===== config.mk =====
export PLATFORM = sky130hd
export DESIGN_NAME = serial_subtractor
export DESIGN_NICKNAME = d
export VERILOG_FILES = /design/src/rtl/serial_sub_pkg.sv /design/src/rtl/digit_subtractor.sv /design/src/rtl/serial_subtractor.sv
export SDC_FILE = /design/constraint.sdc
export NUM_CORES = 1
export LEC_CHECK = 0
export CAP_MARGIN = 20
export CORE_ASPECT_RATIO = 1.2
export CORE_MARGIN = 8
export CORE_UTILIZATION = 60
export DETAILED_ROUTE_END_ITERATION = 6
export DONT_BUFFER_PORTS = 1
export PLACE_DENSITY = 0.82
export RECOVER_POWER = 25
export SLEW_MARGIN = 5
export SYNTH_ARGS = -nofsm -noshare
export SYNTH_HDL_FRONTEND = slang
export SYNTH_SLANG_ARGS = --single-unit

===== constraint.sdc =====
create_clock -name clk -period 2.57 [get_ports clk]
set_input_delay 0.3855 -clock clk [delete_from_list [all_inputs] [get_ports clk]]
set_output_delay 0.3855 -clock clk [all_outputs]
set_load 0.02 [all_outputs]

===== src/rtl/serial_sub_pkg.sv =====
// Shared types and helpers for the digit-serial subtractor.
package serial_sub_pkg;

  typedef enum logic [1:0] {
    IDLE = 2'd0,
    RUN  = 2'd1,
    DONE = 2'd2
  } state_e;

  // Digit counter width: enough bits to count NDIG digits, never less than 1.
  function automatic int cnt_width(input int ndig);
    return (ndig > 1) ? $clog2(ndig) : 1;
  endfunction

endpackage


===== src/rtl/digit_subtractor.sv =====
// Combinational DIGIT-bit ripple-borrow subtractor: d = a - b - bin.
// bmsb_in exposes the borrow entering the top bit so the caller can form
// the signed-overflow flag when this is the most significant digit.
module digit_subtractor #(
  parameter int DIGIT = 4
) (
  input  logic [DIGIT-1:0] a,
  input  logic [DIGIT-1:0] b,
  input  logic             bin,
  output logic [DIGIT-1:0] d,
  output logic             bout,
  output logic             bmsb_in
);

  logic [DIGIT:0] br;

  assign br[0] = bin;

  // One full-subtract cell per bit; borrow ripples from LSB to MSB.
  for (genvar i = 0; i < DIGIT; i++) begin : g_cell
    assign d[i]    = a[i] ^ b[i] ^ br[i];
    assign br[i+1] = (~a[i] & b[i]) | (~(a[i] ^ b[i]) & br[i]);
  end

  assign bout    = br[DIGIT];
  assign bmsb_in = br[DIGIT-1];

endmodule


===== src/rtl/serial_subtractor.sv =====
// Digit-serial subtractor: diff = minuend - subtrahend - borrow_in,
// DIGIT bits per clock, registered borrow between digits.
//
// state | meaning
// IDLE  | waiting for operands, in_ready high
// RUN   | one digit per cycle, LSB digit first
// DONE  | result held, out_valid high until out_ready
module serial_subtractor
  import serial_sub_pkg::*;
#(
  parameter int WIDTH = 16,
  parameter int DIGIT = 4
) (
  input  logic             clk,
  input  logic             rst,
  input  logic             in_valid,
  output logic             in_ready,
  input  logic [WIDTH-1:0] minuend,
  input  logic [WIDTH-1:0] subtrahend,
  input  logic             borrow_in,
  output logic             out_valid,
  input  logic             out_ready,
  output logic [WIDTH-1:0] diff,
  output logic             borrow_out,
  output logic             overflow
);

  localparam int NDIG = WIDTH / DIGIT;
  localparam int CW   = cnt_width(NDIG);
  localparam logic [CW-1:0] LAST = CW'(NDIG - 1);

  if (WIDTH < 2 || DIGIT < 1 || DIGIT > WIDTH || (WIDTH % DIGIT) != 0) begin : g_bad_params
    $error("serial_subtractor: illegal WIDTH/DIGIT combination");
  end

  state_e           state_q, state_d;
  logic [CW-1:0]    cnt_q, cnt_d;
  logic [WIDTH-1:0] a_q, a_d;
  logic [WIDTH-1:0] b_q, b_d;
  logic [WIDTH-1:0] d_q, d_d;
  logic             br_q, br_d;
  logic             bo_q, bo_d;
  logic             ov_q, ov_d;

  logic [DIGIT-1:0]       dig_d;
  logic                   dig_bout;
  logic                   dig_bmsb;
  logic [WIDTH+DIGIT-1:0] d_shift;

  digit_subtractor #(.DIGIT(DIGIT)) u_digit (
    .a       (a_q[DIGIT-1:0]),
    .b       (b_q[DIGIT-1:0]),
    .bin     (br_q),
    .d       (dig_d),
    .bout    (dig_bout),
    .bmsb_in (dig_bmsb)
  );

  // New digit enters at the top; the whole diff register moves down by DIGIT.
  assign d_shift = {dig_d, d_q};

  // Next-state, counter and datapath decode.
  always_comb begin
    state_d = state_q;
    cnt_d   = cnt_q;
    a_d     = a_q;
    b_d     = b_q;
    d_d     = d_q;
    br_d    = br_q;
    bo_d    = bo_q;
    ov_d    = ov_q;
    case (state_q)
      IDLE: begin
        if (in_valid) begin
          a_d     = minuend;
          b_d     = subtrahend;
          br_d    = borrow_in;
          cnt_d   = '0;
          state_d = RUN;
        end
      end
      RUN: begin
        a_d   = a_q >> DIGIT;
        b_d   = b_q >> DIGIT;
        d_d   = d_shift[WIDTH+DIGIT-1:DIGIT];
        br_d  = dig_bout;
        cnt_d = cnt_q + CW'(1);
        if (cnt_q == LAST) begin
          // Flags are captured only from the MSB digit so they stay put in DONE/IDLE.
          bo_d    = dig_bout;
          ov_d    = dig_bout ^ dig_bmsb;
          state_d = DONE;
        end
      end
      DONE: begin
        if (out_ready) begin
          state_d = IDLE;
        end
      end
      default: state_d = IDLE;
    endcase
  end

  // State and datapath registers with synchronous reset.
  always_ff @(posedge clk) begin
    if (rst) begin
      state_q <= IDLE;
      cnt_q   <= '0;
      a_q     <= '0;
      b_q     <= '0;
      d_q     <= '0;
      br_q    <= 1'b0;
      bo_q    <= 1'b0;
      ov_q    <= 1'b0;
    end else begin
      state_q <= state_d;
      cnt_q   <= cnt_d;
      a_q     <= a_d;
      b_q     <= b_d;
      d_q     <= d_d;
      br_q    <= br_d;
      bo_q    <= bo_d;
      ov_q    <= ov_d;
    end
  end

  assign in_ready   = (state_q == IDLE);
  assign out_valid  = (state_q == DONE);
  assign diff       = d_q;
  assign borrow_out = bo_q;
  assign overflow   = ov_q;

endmodule

# After elaboration in Yosys (flattened, before gate mapping)
# Index checks and enable logic that the tools add are counted.
dict set report word_totals {
  word_cells 61
  reg_bits 55
  inputBits 37
  output_inout_bits 20
}
dict set report classes {
  reduce_logical 5
  muxes 12
  bitwise_logic 29
  eq_ne 6
  add_sub_neg 1
}
# op count
set op_table {}
lappend op_table {{16-bit case mux with 2 select lines} 2}
lappend op_table {{16-bit 2-to-1 mux} 2}
lappend op_table {{1-bit XOR} 9}
lappend op_table {{1-bit bitwise AND} 8}
lappend op_table {{2-bit 2-to-1 mux} 4}
lappend op_table {{1-bit inverter} 8}
lappend op_table {{2-bit case mux with 3 select lines} 1}
lappend op_table {{2-bit == test (second input constant)} 2}
lappend op_table {{2-bit != test (second input constant)} 2}
lappend op_table {{1-bit OR} 4}
lappend op_table {{2-bit case mux with 2 select lines} 1}
lappend op_table {{2-bit AND reduction} 2}
lappend op_table {{3-bit AND reduction} 1}
lappend op_table {{2-bit by 1-bit adder with 2-bit output (second input constant)} 1}
lappend op_table {{2-bit by 1-bit == test with 1-bit output (second input constant)} 1}
lappend op_table {{2-bit logical NOT} 1}
lappend op_table {{2-bit by 1-bit != test with 1-bit output (second input constant)} 1}
lappend op_table {{1-bit case mux with 2 select lines} 1}
lappend op_table {{2-bit nonzero test} 1}
lappend op_table {{1-bit 2-to-1 mux} 1}

# Logic depth before layout (Yosys ltp)
# Gate-level depths: netlist of the first run.
dict set report depth {
  depth_word 11
  ltp_mapped 10
  ltp_nobuf 10
}

# By module
# From an unflattened synthesis of the first run, not the netlist that was laid out.
dict set report unflattened {
  hier_cells 253
  hier_area_um2 2432.3
}
# mod instances cells_each area_per_inst_um2
set by_module_without_submodules {}
lappend by_module_without_submodules {serial_subtractor 1 239 2314.7}
lappend by_module_without_submodules {digit_subtractor 1 14 117.6}

# Worst setup path before layout of the first run
# No wires, ideal clock.
dict set report synth_path {
  kind {register to register}
  start {register b_q[0]}
  end {register ov_q, in the netlist overflow}
  t_arrival_ns 1.967
  path_stages_with_launch 11
  setup_ns 0.071
  slack_ns 0.532
  cell_sequence {dfxtp_1 inv_1 fa_1 inv_1 fa_1 fa_1 inv_1 fa_1 xnor2_1 nand3_1 a21oi_1}
}
dict set report synth_between {
  elab_chain_len 11
  elab_cells_between_ends 12
}
# element line_no
set synth_lines {}
lappend synth_lines {{start, declared} serial_subtractor.sv:39} ;# logic [WIDTH-1:0] b_q, b_d;
lappend synth_lines {{start signal, assigned} serial_subtractor.sv:110} ;# b_q <= '0;
lappend synth_lines {{start signal, assigned} serial_subtractor.sv:119} ;# b_q <= b_d;
lappend synth_lines {{1-bit XOR} digit_subtractor.sv:22} ;# assign br[i+1] = (~a[i] & b[i]) | (~(a[i] ^ b[i]) & br[i]);
lappend synth_lines {{1-bit inverter} digit_subtractor.sv:22}
lappend synth_lines {{1-bit bitwise AND} digit_subtractor.sv:22}
lappend synth_lines {{1-bit OR (*)} digit_subtractor.sv:22}
lappend synth_lines {{1-bit bitwise AND (*)} digit_subtractor.sv:22}
lappend synth_lines {{1-bit OR (*)} digit_subtractor.sv:22}
lappend synth_lines {{1-bit bitwise AND (*)} digit_subtractor.sv:22}
lappend synth_lines {{1-bit OR (*)} digit_subtractor.sv:22}
lappend synth_lines {{1-bit bitwise AND} digit_subtractor.sv:22}
lappend synth_lines {{1-bit OR} digit_subtractor.sv:22}
lappend synth_lines {{1-bit XOR (*)} serial_subtractor.sv:91} ;# ov_d = dig_bout ^ dig_bmsb;
lappend synth_lines {{end signal, assigned} serial_subtractor.sv:123} ;# ov_q <= ov_d;
lappend synth_lines {{end, declared} serial_subtractor.sv:43} ;# logic ov_q, ov_d;
# Every way passes the cells marked *; elsewhere a longest branch is shown, timed or not.
# A chain may end at the register's enable or synchronous reset.

# Worst setup path after layout of the first run
# Ends and elaborated chain as after synthesis.

==> metrics.cfg, run 1 <==
[critical_path]
slowest_stage=fa_1
slowest_delay_ns=0.42
critPathLaunchType=flip-flop
critPathBufInv=3
crit_top_cell=fa_1
cpLargestDelayFamily=adder cells
critical_path_class=reg2reg
cp_max_fo=3
cp-end-kind=flip-flop
arrival_ns=2.49
crit_chain=inv_1 -> fa_1 -> inv_1 -> fa_1 -> fa_1 -> inv_1 -> fa_1 -> xnor2_1 -> nand3_1 -> a21oi_1
required_ns=2.82

[detailed_routing]
wl_mm=5.05
drt_iter0_drc=89
drc=0
via_count=1722
viasPerCell=5.78
first_pass_iters=5
drtAntennaViolNets=0
wl_per_cell_um=16.9

[timing]
setup_viol=0
maxSlewViolCount=0
post-route-period-util_pct=87.0
worstMarginPinSlew_ns=0.561
rsz0062_at_grt=false
tns_ns=0
maxSlewHeadroom_pct=62.5
min_period_ns=2.24
skew_ns=0.00623
hold_viol=0
fmax_mhz=447

[place]
gp_congestion=0.750
io_buffers=0
dpl.hpwl_mm=3.56

[logic_synthesis]
synth-seq-cells=55
synth_edf_count=0
synth_compound_area_share_pct=26.4
yosysTopAreaCellShare_pct=48.2
synth_nets=294
synth_area_per_cell_um2=9.07
synth_top_family_by_area=compound AO/OA/AOI/OAI gates
async_flop_share_pct=0
synth_xor_area_share_pct=0.383
synth_commonest_cells=55 x dfxtp_1, 47 x a21oi_1, 32 x inv_1
synth-simple-area-share_pct=10.8
synth.area.mux_share_pct=0.876
synthAdderAreaFrac_pct=4.05
yosysSeqAreaShare_pct=48.2
ys.flop_type=dfxtp_1
synth.yosys.warnings=0
yosysTopAreaCell=dfxtp_1
syn-cell-area_um2=2290
yosysMostFrequentCell=dfxtp_1
ys_types=27
synthTopCellsByArea=dfxtp_1 48%, o221a_2 12%, a21oi_1 10%
netlist_instances=252

[clock_network]
cts_buffers=5
clkLatencyLatePin_ns=0.31
cts_setup_buffers=0
cts_resized=0
clk_pin_slew_ns=0.09
cts_root_buf=clkbuf_8
cts_tree=yes
cts.path.max_buffers=2
clock_sink_count=55
h-tree-depth=2
cts-hold-fix-buffers=0

[die]
start_util_pct=62.9
rows=24
fp.dieArea_um2=6050
core-area_um2=3630
pin_count=57
fp.dieH_um=83.6
die_w_um=72.3

[power]
leakage_nw=0.869
power_density_nw_per_um2=682
power_mw=1.62
peakVddDrop_mv=0.428

[run_status]
status=finished, final reports clean

[layout]
diodes=0
layout-drive-gt1-share_pct=15.0
fin_util_pct=65.5
area_growth_pct=4.11
num-fill-cells=319
final_nets=287

[grt]
antenna_found_initial=0
grt_pass1_vias=1695
grt_pass1_wl_mm=8.17
grt_remaining_overflow=0
grt_usage_pct=17.2
grt_max_degree=56

[run]
max-cap-violations=0

[min_path]
min_path_type=in2reg

[layout make-up]
cell class              count  area, um2  share of cell area [%]
multi-input cells         147        978                    41.1
well taps                  52       65.1                    2.73
clock buffers               6       72.6                    3.05
inverters                  32        120                    5.05
repair buffers              4       30.0                    1.26
flip-flops and latches     55       1100                    46.3
clock inverters             2       12.5                   0.526
[cell families after synthesis]
| family | after synthesis |
|---|---|
| AO/OA/AOI/OAI | 85 |
| XOR/XNOR | 1 |
| adder cells (fa/ha/maj) | 5 |
| buffers and inverters | 50 |
| flip-flops | 55 |
| multiplexers | 2 |
| AND/OR/NAND/NOR | 54 |
[cell usage in the layout (no fill, tap or decap), types with 2 or more instances in the layout]
master	count
mux2i_1	2
dfxtp_1	55
o21ai_0	5
nand3b_1	6
a21oi_1	47
inv_1	32
nand2b_1	2
nor2b_1	2
fa_1	4
a211oi_1	2
nor2_1	9
a22oi_1	4
buf_4	4
clkbuf_8	5
nand2_1	30
o221a_2	24
[layer usage]
metal | global-route usage, % | up-vias | wire, um
met5 | 0 | - | 0
met4 | 9.12 | 0 | 175
met3 | 7.69 | 13 | 418
met2 | 26.3 | 54 | 2360
met1 | 19.4 | 804 | 2090
li1 | - | 851 | -
[sequential cells by signal, summed over array words and instances, names as in the netlist]
| signal | cells |
|---|---|
| overflow | 1 |
| cnt_q | 2 |
| diff | 16 |
| br_q | 1 |
| b_q | 16 |
| a_q | 16 |
| borrow_out | 1 |
| state_q | 2 |
[final timing paths]
path | start | to | slack (ns) | cells after the start
worst max-delay path | b_q[0] | overflow | 0.33 | 10
worst min-delay path | rst | diff[10] | 0.14 | 1
worst max register to register | b_q[0] | overflow | 0.33 | 10
worst min register to register | b_q[12] | b_q[12] | 0.47 | 2
[per-stage QoR]
stage          setup WS, ns  cells  hold WS [ns]  area (um2)
2_1_floorplan         0.532    252         0.454        2290
3_3_place_gp          0.451    290         0.459        2290
3_5_place_dp          0.387    290         0.462        2290
4_1_cts               0.319    298         0.122        2380
5_1_grt               0.229    298         0.114        2380
6_report              0.334    298         0.139        2380
[power breakdown]
part	total (mW)	leakage [nW]	internal (mW)	switching, mW
sequential	0.963	0.452	0.909	0.0542
clock	0.465	0.0412	0.191	0.274
combinational	0.196	0.376	0.0933	0.102
total	1.62	0.869	1.19	0.430
Note: power is estimated with default switching activity, not from simulation.
==> run 2, diff against run 1 <==
--- a/config.mk
+++ b/config.mk
@@ -9,6 +9,7 @@
 export CORE_ASPECT_RATIO = 1.2
 export CORE_MARGIN = 8
 export CORE_UTILIZATION = 60
+export CTS_CLUSTER_DIAMETER = 50
 export DETAILED_ROUTE_END_ITERATION = 6
 export DONT_BUFFER_PORTS = 1
 export PLACE_DENSITY = 0.82
==> results of run 2 <==
Final layout, timing and power as in run 1 (identical DEF).
==> run 3, diff against run 2 <==
==> constraint.sdc (replaced) <==
create_clock -name clk -period 2.57 [get_ports clk]
set_input_delay 0.514 -clock clk [delete_from_list [all_inputs] [get_ports clk]]
set_output_delay 0.514 -clock clk [all_outputs]
set_load 0.02 [all_outputs]
==> run 3 against run 2 <==
Combinational power hardly changed; routed wire length is 1.9% lower; critical endpoint unchanged; power is 1.3% higher; non-clock buffer count is 1 lower; critical path type unchanged.
==> metrics.cfg, run 3 (same netlist as run 1, synthesis figures left out) <==
[timing]
maxSlewHeadroom_pct=34.2  ; -28 points
min_period_ns=2.23  ; -0.00186 ns
layout_setup_ws_ns=0.336  ; +0.00186 ns
hold_viol=0  ; unchanged
rsz0062_at_grt=false
worstMarginPinSlew_ns=0.987  ; +0.425 ns
skew_ns=0.00585  ; -0.000384 ns
fmax_mhz=448  ; about the same
setup_viol=0  ; unchanged
tns_ns=0  ; unchanged
maxSlewViolCount=0  ; unchanged
post-route-period-util_pct=86.9  ; about the same

[run_status]
status=finished, final reports clean

[layout]
diodes=0  ; unchanged
final_area_um2=2380  ; +0.11%
mostFrequentLayoutCells=55 x dfxtp_1, 47 x a21oi_1, 32 x inv_1
layout_commonest_cell=dfxtp_1
layout-drive-gt1-share_pct=14.7  ; -0.35 points
final_nets=286  ; -0.35%
area_growth_pct=4.21
layoutNonFillerInstCount=297  ; -0.34%

[clock_network]
clk_pin_slew_ns=0.09  ; about the same
cts_resized=0  ; unchanged
clock_sink_count=55  ; unchanged
cts_tree=yes
cts.path.max_buffers=2  ; unchanged
cts-hold-fix-buffers=0  ; unchanged
cts_root_buf=clkbuf_8
cts_buffers=5  ; unchanged
clkLatencyLatePin_ns=0.30  ; about the same
h-tree-depth=2  ; unchanged
cts_setup_buffers=0  ; unchanged

[critical_path]
slowest_delay_ns=0.41  ; about the same
crit_chain=inv_1 -> fa_1 -> inv_1 -> fa_1 -> fa_1 -> inv_1 -> fa_1 -> xnor2_1 -> nand3_1 -> a21oi_1
arrival_ns=2.47  ; -0.02 ns
cp-startpoint=b_q[0]
path_depth=10  ; unchanged
critical_path_class=reg2reg
required_ns=2.81  ; about the same
critPathLaunchType=flip-flop
crit_top_cell=fa_1
ff2ff_path_depth=10  ; unchanged
cp_max_fo=3  ; unchanged
cp-end-kind=flip-flop
crit-reg2reg-launch=b_q[0]
cpLargestDelayFamily=adder cells
slowest_stage=fa_1
critPathBufInv=3  ; unchanged

[min_path]
min-delay-start=rst
min_path_type=in2reg
worstHoldPathCells=1  ; unchanged

[detailed_routing]
wl_mm=4.95  ; -1.9%
via_count=1718  ; -0.23%
first_pass_iters=4  ; -1
drtAntennaViolNets=0  ; unchanged
wl_per_cell_um=16.7  ; -1.6%
drc=0  ; unchanged
drt_iter0_drc=161  ; +81%
viasPerCell=5.78  ; +0.10%

[power]
power_density_nw_per_um2=691  ; +1.2%
peakVddDrop_mv=0.369  ; -14%
leakage_nw=0.872  ; +0.31%

[grt]
grt_pass1_vias=1563  ; -7.8%
grt_max_degree=56  ; unchanged
grt_pass1_wl_mm=7.98  ; -2.4%
grt_remaining_overflow=0  ; unchanged
grt_usage_pct=16.5  ; -0.72 points
antenna_found_initial=0  ; unchanged

[run]
max-cap-violations=0  ; unchanged

[place]
dp_cells=289  ; -0.34%
gp_congestion=0.731  ; -2.6%
pre_cts_ws_ns=0.412  ; +0.0247 ns
placed_area_um2=2290  ; -0.33%
dpl.hpwl_mm=3.49  ; -2.0%
io_buffers=0  ; unchanged

[die]
fp.dieArea_um2=6050  ; unchanged
fp.dieH_um=83.6  ; unchanged
core-area_um2=3630  ; unchanged
pin_count=57  ; unchanged
start_util_pct=62.9  ; unchanged
rows=24  ; unchanged
die_w_um=72.3  ; unchanged

==> run 3: worst paths after layout <==
check / endpoint / slack (ns)
setup / recovery: overflow / 0.34
hold / removal: diff[14] / 0.27
setup reg to reg: overflow / 0.34
hold reg to reg: a_q[15] / 0.48
==> run 3: area by class of cell <==
type	count	area, um2
sequential	55	1100
tap	52	65.1
multi-input combinational	147	978
clock inverter	1	8.76
fill	291	1250
inverter	32	120
timing repair buffer	3	22.5
clock buffer	7	86.3
==> run 3: metal layers <==
metal  up-vias  share of wire, %  global-route usage [%]
met5         -                 0                       0
met4         0               1.3                    6.15
met3         7               8.7                    6.25
met2        43                49                    26.7
met1       820                41                    19.0
li1        848                 -                       -
==> run 3: per-stage QoR <==
step | hold WS [ns] | power (mW) | utilization (%)
after floorplan | 0.454 | 1.15 | -
after global placement | 0.458 | 1.17 | 62.9
after detailed placement | 0.462 | 1.18 | 62.9
after CTS | 0.260 | 1.66 | 65.6
after global routing | 0.251 | 1.73 | 65.6
final | 0.274 | 1.65 | 65.6
==> run 3: where the power goes <==
part	switching [mW]	internal (mW)
Clock	0.266	0.221
Combinational	0.101	0.0926
Sequential	0.0549	0.909
Total	0.423	1.22
